`config.mk`:
```
export PLATFORM = sky130hd
export DESIGN_NAME = exu_gpr_arb_flat
export DESIGN_NICKNAME = d
export VERILOG_FILES = /design/src/rtl/exu_gpr_arb_if.sv /design/src/rtl/exu_gpr_arb.sv /design/src/flat_wrapper.sv
export SDC_FILE = /design/constraint.sdc
export NUM_CORES = 1
export LEC_CHECK = 0
export ABC_AREA = 1
export CAP_MARGIN = 20
export CELL_PAD_IN_SITES_DETAIL_PLACEMENT = 2
export CELL_PAD_IN_SITES_GLOBAL_PLACEMENT = 2
export CORE_AREA = 2 2 39 41
export DETAILED_ROUTE_END_ITERATION = 12
export DIE_AREA = 0 0 41 43
export PLACE_DENSITY_LB_ADDON = 0.1
export SETUP_SLACK_MARGIN = 0.2
export SYNTH_ARGS = -nofsm -noshare
export SYNTH_HDL_FRONTEND = slang
export SYNTH_SLANG_ARGS = --single-unit
```
`constraint.sdc`:
```
create_clock -name clk -period 1.3 [get_ports clk]
set_clock_uncertainty 0.2 [all_clocks]
set_input_delay 0.13 -clock clk [delete_from_list [all_inputs] [get_ports clk]]
set_output_delay 0.13 -clock clk [all_outputs]
set_load 0.03 [all_outputs]
```
`src/rtl/exu_gpr_arb_if.sv`:
```
// exu_gpr_arb_if: requester-side bundle of the GPR port arbiter.
//   req/lock : one bit per channel, driven by the execution units (master)
//   gnt      : registered one-hot-or-zero grant (feeds exu_gpr_rw_mux.chn_sels)
//   busy     : OR of gnt
//   owner    : index of the granted channel, 0 when idle
//   wdt_err  : one-cycle pulse on a forced lock release
interface exu_gpr_arb_if #(
  parameter int CHN_NUM = 2
);
  localparam int OW = $clog2(CHN_NUM);

  logic [CHN_NUM-1:0] req;
  logic [CHN_NUM-1:0] lock;
  logic [CHN_NUM-1:0] gnt;
  logic               busy;
  logic [OW-1:0]      owner;
  logic               wdt_err;

  modport master (output req, lock, input gnt, busy, owner, wdt_err);
  modport slave  (input req, lock, output gnt, busy, owner, wdt_err);
endinterface

```
`src/rtl/exu_gpr_arb.sv`:
```
// exu_gpr_arb: round-robin owner selection for the shared GPR read/write port.
// A granted channel keeps the port while it holds req and lock; otherwise the
// port is handed to the next requester in round-robin order with no bubble.
// Ports:
//   clk, rst_n : clock, asynchronous active-low reset
//   arb        : exu_gpr_arb_if.slave (req/lock in; gnt/busy/owner/wdt_err out)
// Parameters: CHN_NUM (2..8), MAX_HOLD (2..255, watchdog only).
// Build option: define EXU_GPR_ARB_WDT_EN to bound lock duration; an expired
// owner is skipped in the following arbitration and wdt_err pulses.
module exu_gpr_arb #(
  parameter int CHN_NUM  = 2,
  parameter int MAX_HOLD = 16
) (
  input  logic            clk,
  input  logic            rst_n,
  exu_gpr_arb_if.slave    arb
);
  localparam int OW = $clog2(CHN_NUM);

  if (CHN_NUM < 2 || CHN_NUM > 8 || MAX_HOLD < 2 || MAX_HOLD > 255) begin : g_bad_param
    $error("exu_gpr_arb: CHN_NUM or MAX_HOLD out of range");
  end

  typedef enum logic {IDLE, GRANT} state_e;

  state_e             state_q, state_d;
  logic [CHN_NUM-1:0] gnt_q, gnt_d;
  logic [OW-1:0]      owner_q, owner_d;
  logic [OW-1:0]      last_q, last_d;
  logic               busy_q;
  logic               wdt_q, wdt_d;
  logic               hold, expire, found;
  logic [OW-1:0]      win;
  logic [CHN_NUM-1:0] excl, elig;

  // owner_q is only meaningful in GRANT, which the state term guards
  assign hold = (state_q == GRANT) && arb.req[owner_q] && arb.lock[owner_q];

`ifdef EXU_GPR_ARB_WDT_EN
  logic [7:0] cnt_q, cnt_d;
  assign expire = hold && (cnt_q == 8'(MAX_HOLD - 1));
`else
  assign expire = 1'b0;
`endif

  // An expired owner sits out exactly one arbitration
  always_comb begin
    excl          = '0;
    excl[owner_q] = expire;
  end
  assign elig = arb.req & ~excl;

  // Search last+1 .. last+CHN_NUM (mod CHN_NUM): previous owner checked last
  always_comb begin
    found = 1'b0;
    win   = '0;
    for (int k = 1; k <= CHN_NUM; k++) begin
      if (!found && elig[(int'(last_q) + k) % CHN_NUM]) begin
        found = 1'b1;
        win   = OW'((int'(last_q) + k) % CHN_NUM);
      end
    end
  end

  always_comb begin
    state_d = state_q;
    gnt_d   = gnt_q;
    owner_d = owner_q;
    last_d  = last_q;
    wdt_d   = expire;
`ifdef EXU_GPR_ARB_WDT_EN
    cnt_d   = '0;
`endif
    if (hold && !expire) begin
      state_d = GRANT;
`ifdef EXU_GPR_ARB_WDT_EN
      cnt_d   = cnt_q + 8'd1;
`endif
    end else if (found) begin
      state_d    = GRANT;
      gnt_d      = '0;
      gnt_d[win] = 1'b1;
      owner_d    = win;
      last_d     = win;
    end else begin
      state_d = IDLE;
      gnt_d   = '0;
      owner_d = '0;
    end
  end

  always_ff @(posedge clk or negedge rst_n) begin
    if (!rst_n) begin
      state_q <= IDLE;
      gnt_q   <= '0;
      owner_q <= '0;
      last_q  <= OW'(CHN_NUM - 1);
      busy_q  <= 1'b0;
      wdt_q   <= 1'b0;
    end else begin
      state_q <= state_d;
      gnt_q   <= gnt_d;
      owner_q <= owner_d;
      last_q  <= last_d;
      busy_q  <= (state_d == GRANT);
      wdt_q   <= wdt_d;
    end
  end

`ifdef EXU_GPR_ARB_WDT_EN
  always_ff @(posedge clk or negedge rst_n) begin
    if (!rst_n) cnt_q <= '0;
    else        cnt_q <= cnt_d;
  end
`endif

  assign arb.gnt     = gnt_q;
  assign arb.busy    = busy_q;
  assign arb.owner   = owner_q;
  assign arb.wdt_err = wdt_q;
endmodule

```
`src/flat_wrapper.sv`:
```
// flat-port wrapper written by rule: the top's interface ports become plain ports
module exu_gpr_arb_flat 
#(
  parameter int CHN_NUM  = 2,
  parameter int MAX_HOLD = 16
)
  (clk, rst_n, arb_req, arb_lock, arb_gnt, arb_busy, arb_owner, arb_wdt_err);
  exu_gpr_arb_if #(.CHN_NUM(CHN_NUM)) arb_i ();
  input  logic clk;
  input  logic rst_n;
  input wire logic [$bits(arb_i.req)-1:0] arb_req;
  input wire logic [$bits(arb_i.lock)-1:0] arb_lock;
  output wire logic [$bits(arb_i.gnt)-1:0] arb_gnt;
  output wire logic [$bits(arb_i.busy)-1:0] arb_busy;
  output wire logic [$bits(arb_i.owner)-1:0] arb_owner;
  output wire logic [$bits(arb_i.wdt_err)-1:0] arb_wdt_err;
  assign arb_i.req = arb_req;
  assign arb_i.lock = arb_lock;
  assign arb_gnt = arb_i.gnt;
  assign arb_busy = arb_i.busy;
  assign arb_owner = arb_i.owner;
  assign arb_wdt_err = arb_i.wdt_err;
  exu_gpr_arb #(.CHN_NUM(CHN_NUM), .MAX_HOLD(MAX_HOLD)) u_core (.clk(clk), .rst_n(rst_n), .arb(arb_i));
endmodule
```
Word-level counts from Yosys, hierarchy flattened
Cells that the tools add are included.
{"block": "op_classes", "addsub": 2, "magnitude_cmp": 5, "muxes": 20, "n_bitwise": 3, "reduce_logical": 6}
{"op": "$mux W1", "n": 18}
{"op": "$lt A2 B3 Y1 const B", "n": 2}
{"op": "$logic_and A1 B1 Y1", "n": 4}
{"op": "$lt A1 B2 Y1 const B", "n": 2}
{"op": "$add A1 B1 Y1 const B", "n": 2}
{"op": "$and A1 B1 Y1 const A", "n": 2}
{"op": "$mux W2", "n": 1}
{"op": "$reduce_and A2 Y1", "n": 1}
{"op": "$demux W1 S1", "n": 1}
{"op": "$ge A1 B1 Y1 const B", "n": 1}
{"op": "$logic_not A1 Y1", "n": 1}
{"op": "$not A1 Y1", "n": 1}
{"block": "word_totals", "ff_bits": 5, "input_bits": 6, "output_inout_bits": 5, "word_cells": 40}

Longest topological paths before layout
{"block": "logic_depth", "depth_word": 14, "depth_mapped": 6}

Least setup slack after synthesis
Ideal clock, no wire load.
{"block": "synth_timing", "kind": "reg2reg", "startpoint": "register u_core.owner_q, in the netlist u_core.arb.owner", "endpoint": "register u_core.owner_q, in the netlist u_core.arb.owner", "setup_time_ns": 0.122, "t_arrival_ns": 0.951, "required_time_ns": 0.978, "path_slack_ns": 0.027, "stages_incl_launch_ff": 6, "n_path_buf": 0, "synth_period_minus_slack_ns": 1.273, "path_cell_list": "dfrtp_1 > inv_1 > nand2_2 > nand3_4 > nand2_1 > o21ai_1"}
{"block": "synth_between", "elab_chain_cells": 4, "word_cells_on_any_way": 6, "cone_classes": "mux (4); reduce/logical (2)"}
{"element": "start: declaration", "line": "exu_gpr_arb.sv:28", "rtl": "logic [OW-1:0] owner_q, owner_d;"}
{"element": "start signal: assignment", "line": "exu_gpr_arb.sv:103", "rtl": "owner_q <= owner_d;"}
{"element": "$mux W1 (implied by the code) (2 in series)", "line": "exu_gpr_arb.sv:37", "rtl": "assign hold = (state_q == GRANT) && arb.req[owner_q] && arb.lock[owner_q];"}
{"element": "$logic_and A1 B1 Y1", "line": "exu_gpr_arb.sv:37"}
{"element": "$logic_and A1 B1 Y1 (*)", "line": "exu_gpr_arb.sv:37"}
Mark *: on every way between the ends. The rest lies on a longest branch, timed or not. The select of a mux whose other input is x is not followed.
A chain may end at the register's enable or synchronous reset.

Worst setup path after layout
{"block": "layout_timing", "startpoint": "register u_core.owner_q, in the netlist u_core.arb.owner", "endpoint": "output port arb_owner"}
{"element": "end: declaration", "line": "flat_wrapper.sv:15", "rtl": "output wire logic [$bits(arb_i.owner)-1:0] arb_owner;"}
No word-level cell between the ends.

==> results.cfg <==
[setup_path]
worst-path-buf-inv = 1
rrSetupSlack_ns = 0.18
crit_type = reg -> out
crit_family = flip-flops
cp-end-kind = output port
cp_max_fo = 4
arrival_ns = 0.83
r2r-start = u_core.arb.owner
slowest_delay_ns = 0.44
critPathRequiredTime_ns = 0.97
startpoint_type = flop
crit_slowest_cell = dfrtp_2
startpoint = u_core.arb.owner
path_cells = buf_6

[cts]
root_buffer = clkbuf_4
clk_pin_slew_ns = 0.05
cts_made_buffers = 3
cts_htree_levels = 1
clkSinkCount = 4
cts_tree = done
clkLatencyLatePin_ns = 0.24
cts_max_path_buffers = 2

[floorplanning]
core_sq_um = 1384
fp.dieArea_sq_um = 1763
io_pins = 11
die_x_um = 41
start_util_pct = 15.73
die_h_um = 43
rows = 14

[place]
post-place-cells = 48
gp_congestion = 0.5819
place_hpwl_um = 439.2
portBuffers = 9

[synthesis]
synthDistinctLibCells = 13
synth_area_per_cell_sq_um = 9.466
synth.cells.most_frequent = 6 x nand2_1, 3 x dfrtp_1, 3 x nand2_2
netlist_instances = 23
syn_area_sq_um = 217.7
ys_seq_area_share_pct = 46.55
synth-edff-count = 0
async_flop_share_pct = 100.0
yosys_warnings = 0
ys_seq_elements = 4
synth_top_area_cell = dfrtp_1
yosysMostFrequentCell = nand2_1
synth_nets = 29
synth_flop_cell = dfrtp_1
netlist.area_leader.share_pct = 34.48
yosys-top-cells-area = dfrtp_1 34%, dfstp_2 12%, nand2_1 10%

[layout]
antennaDiodeCount = 0
fillers = 160
instances_no_fill = 55
drive_gt1_share_pct = 58.97
regArea_sq_um = 102.6
nNetsFinal = 46
syn2layout_area_growth_pct = 82.76
multi_input_area_sq_um = 111.4

[power_and_ir_drop]
leakage_uw = 0.0001845
p_per_area_nw_per_um2 = 1720
ir_drop_mv = 0.6044
p_total_uw = 684.4

[sta]
drv_slew = 0
period_share_pct = 89.23
setup_viol = 0
rsz0062_at_grt = yes
fin_setup_tns_ns = 0
hold_violations = 3
min_period_ns = 1.160
fmaxAchievable_ghz = 0.8621
hold_ws_ns = -0.09609

[grt]
grt_pass1_wl_um = 1035
overflow = 0
grt_max_degree = 5
antenna_found_initial = 0
grt_pass1_vias = 227
track_usage_pct = 8.871

[routing]
postRouteAntennaNets = 0
wirelength_um = 580
drtPass1Iterations = 2
drc = 0
dr_total_vias = 203
via_per_inst = 3.691
wl_per_cell_um = 10.55
drt-initial-drc-count = 2

[run]
maxCapViolations = 0

[status]
violations = hold timing
outcome = complete, but fails checks

[worst_hold_path]
hold_path_class = in -> async
## timing repair
item	4_1_cts	5_1_grt
hold endpoints to repair	3	3
buffers inserted	3	0
gates cloned	0	0
resized for setup	10	0
setup endpoints to repair	6	7
pin swaps	3	0
## flip-flops by register name, summed over array words and instances, names as in the netlist
name and count:
u_core.last_q 1, u_core.arb.owner 1, u_core.arb.busy 1, u_core.arb.gnt 1
## layout by cell type (no fill, tap or decap), drive strengths merged
master and count:
nand3b 1, nand3 1, conb 1, buf 9
inv 1, clkdlybuf4s50 3, or2 1, clkbuf 4
nand2 9, a21boi 1, dfrtp 3, dfstp 1
dlygate4sd2 2, nand4 1, o21ai 1
## kinds of logic (layout without fill, tap and decap cells)
kind of cell           count (synthesis)  in the layout  synth area share, %
AO/OA/AOI/OAI                          2              2                5.746
other                                  1              1                1.722
buffers and inverters                  3             19                8.617
flip-flops                             4              4                46.55
AND/OR/NAND/NOR                       13             13                37.36
## final timing paths
path | endpoint | cells after the start
worst min register to register | u_core.last_q | 2
worst max-delay path | arb_owner | 1
max in group asynchronous | u_core.last_q | 1
min in group clk | u_core.arb.busy | 2
worst max register to register | u_core.arb.gnt[0] | 5
worst min-delay path | u_core.arb.gnt[0] | 1
## stage by stage
step	setup slack (ns)	utilization (%)	area, sq um	hold WS, ns
after floorplan	0.1705	-	221.5	-0.3656
after global placement	-0.08701	23.24	321.6	0.1600
after detailed placement	-0.1029	23.24	321.6	0.1609
after CTS	0.1314	28.75	397.9	-0.1032
after global routing	0.1057	28.75	397.9	-0.08982
final	0.1400	28.75	397.9	-0.09609
## power breakdown
group / internal [uW] / leakage, uW / switching [uW]
registers: 166 / 0.0000441 / 31.6
clock network: 116 / 0.0000150 / 60.3
logic: 155 / 0.000125 / 155
## routing by layer
layer / track usage, % / part of all wire [%]
met1: 11.07 / 42
met2: 12.19 / 54
met3: 6.283 / 4.7
met4: 2.000 / 0
met5: 0 / 0
## layout make-up
class | instances | share of cell area, %
inverter | 1 | 0.9434
tap | 16 | 5.031
clock buffer | 4 | 6.604
sequential | 4 | 25.79
timing repair buffer | 14 | 33.65
multi-input combinational | 16 | 27.99
Note: power is estimated with default switching activity, not from simulation.
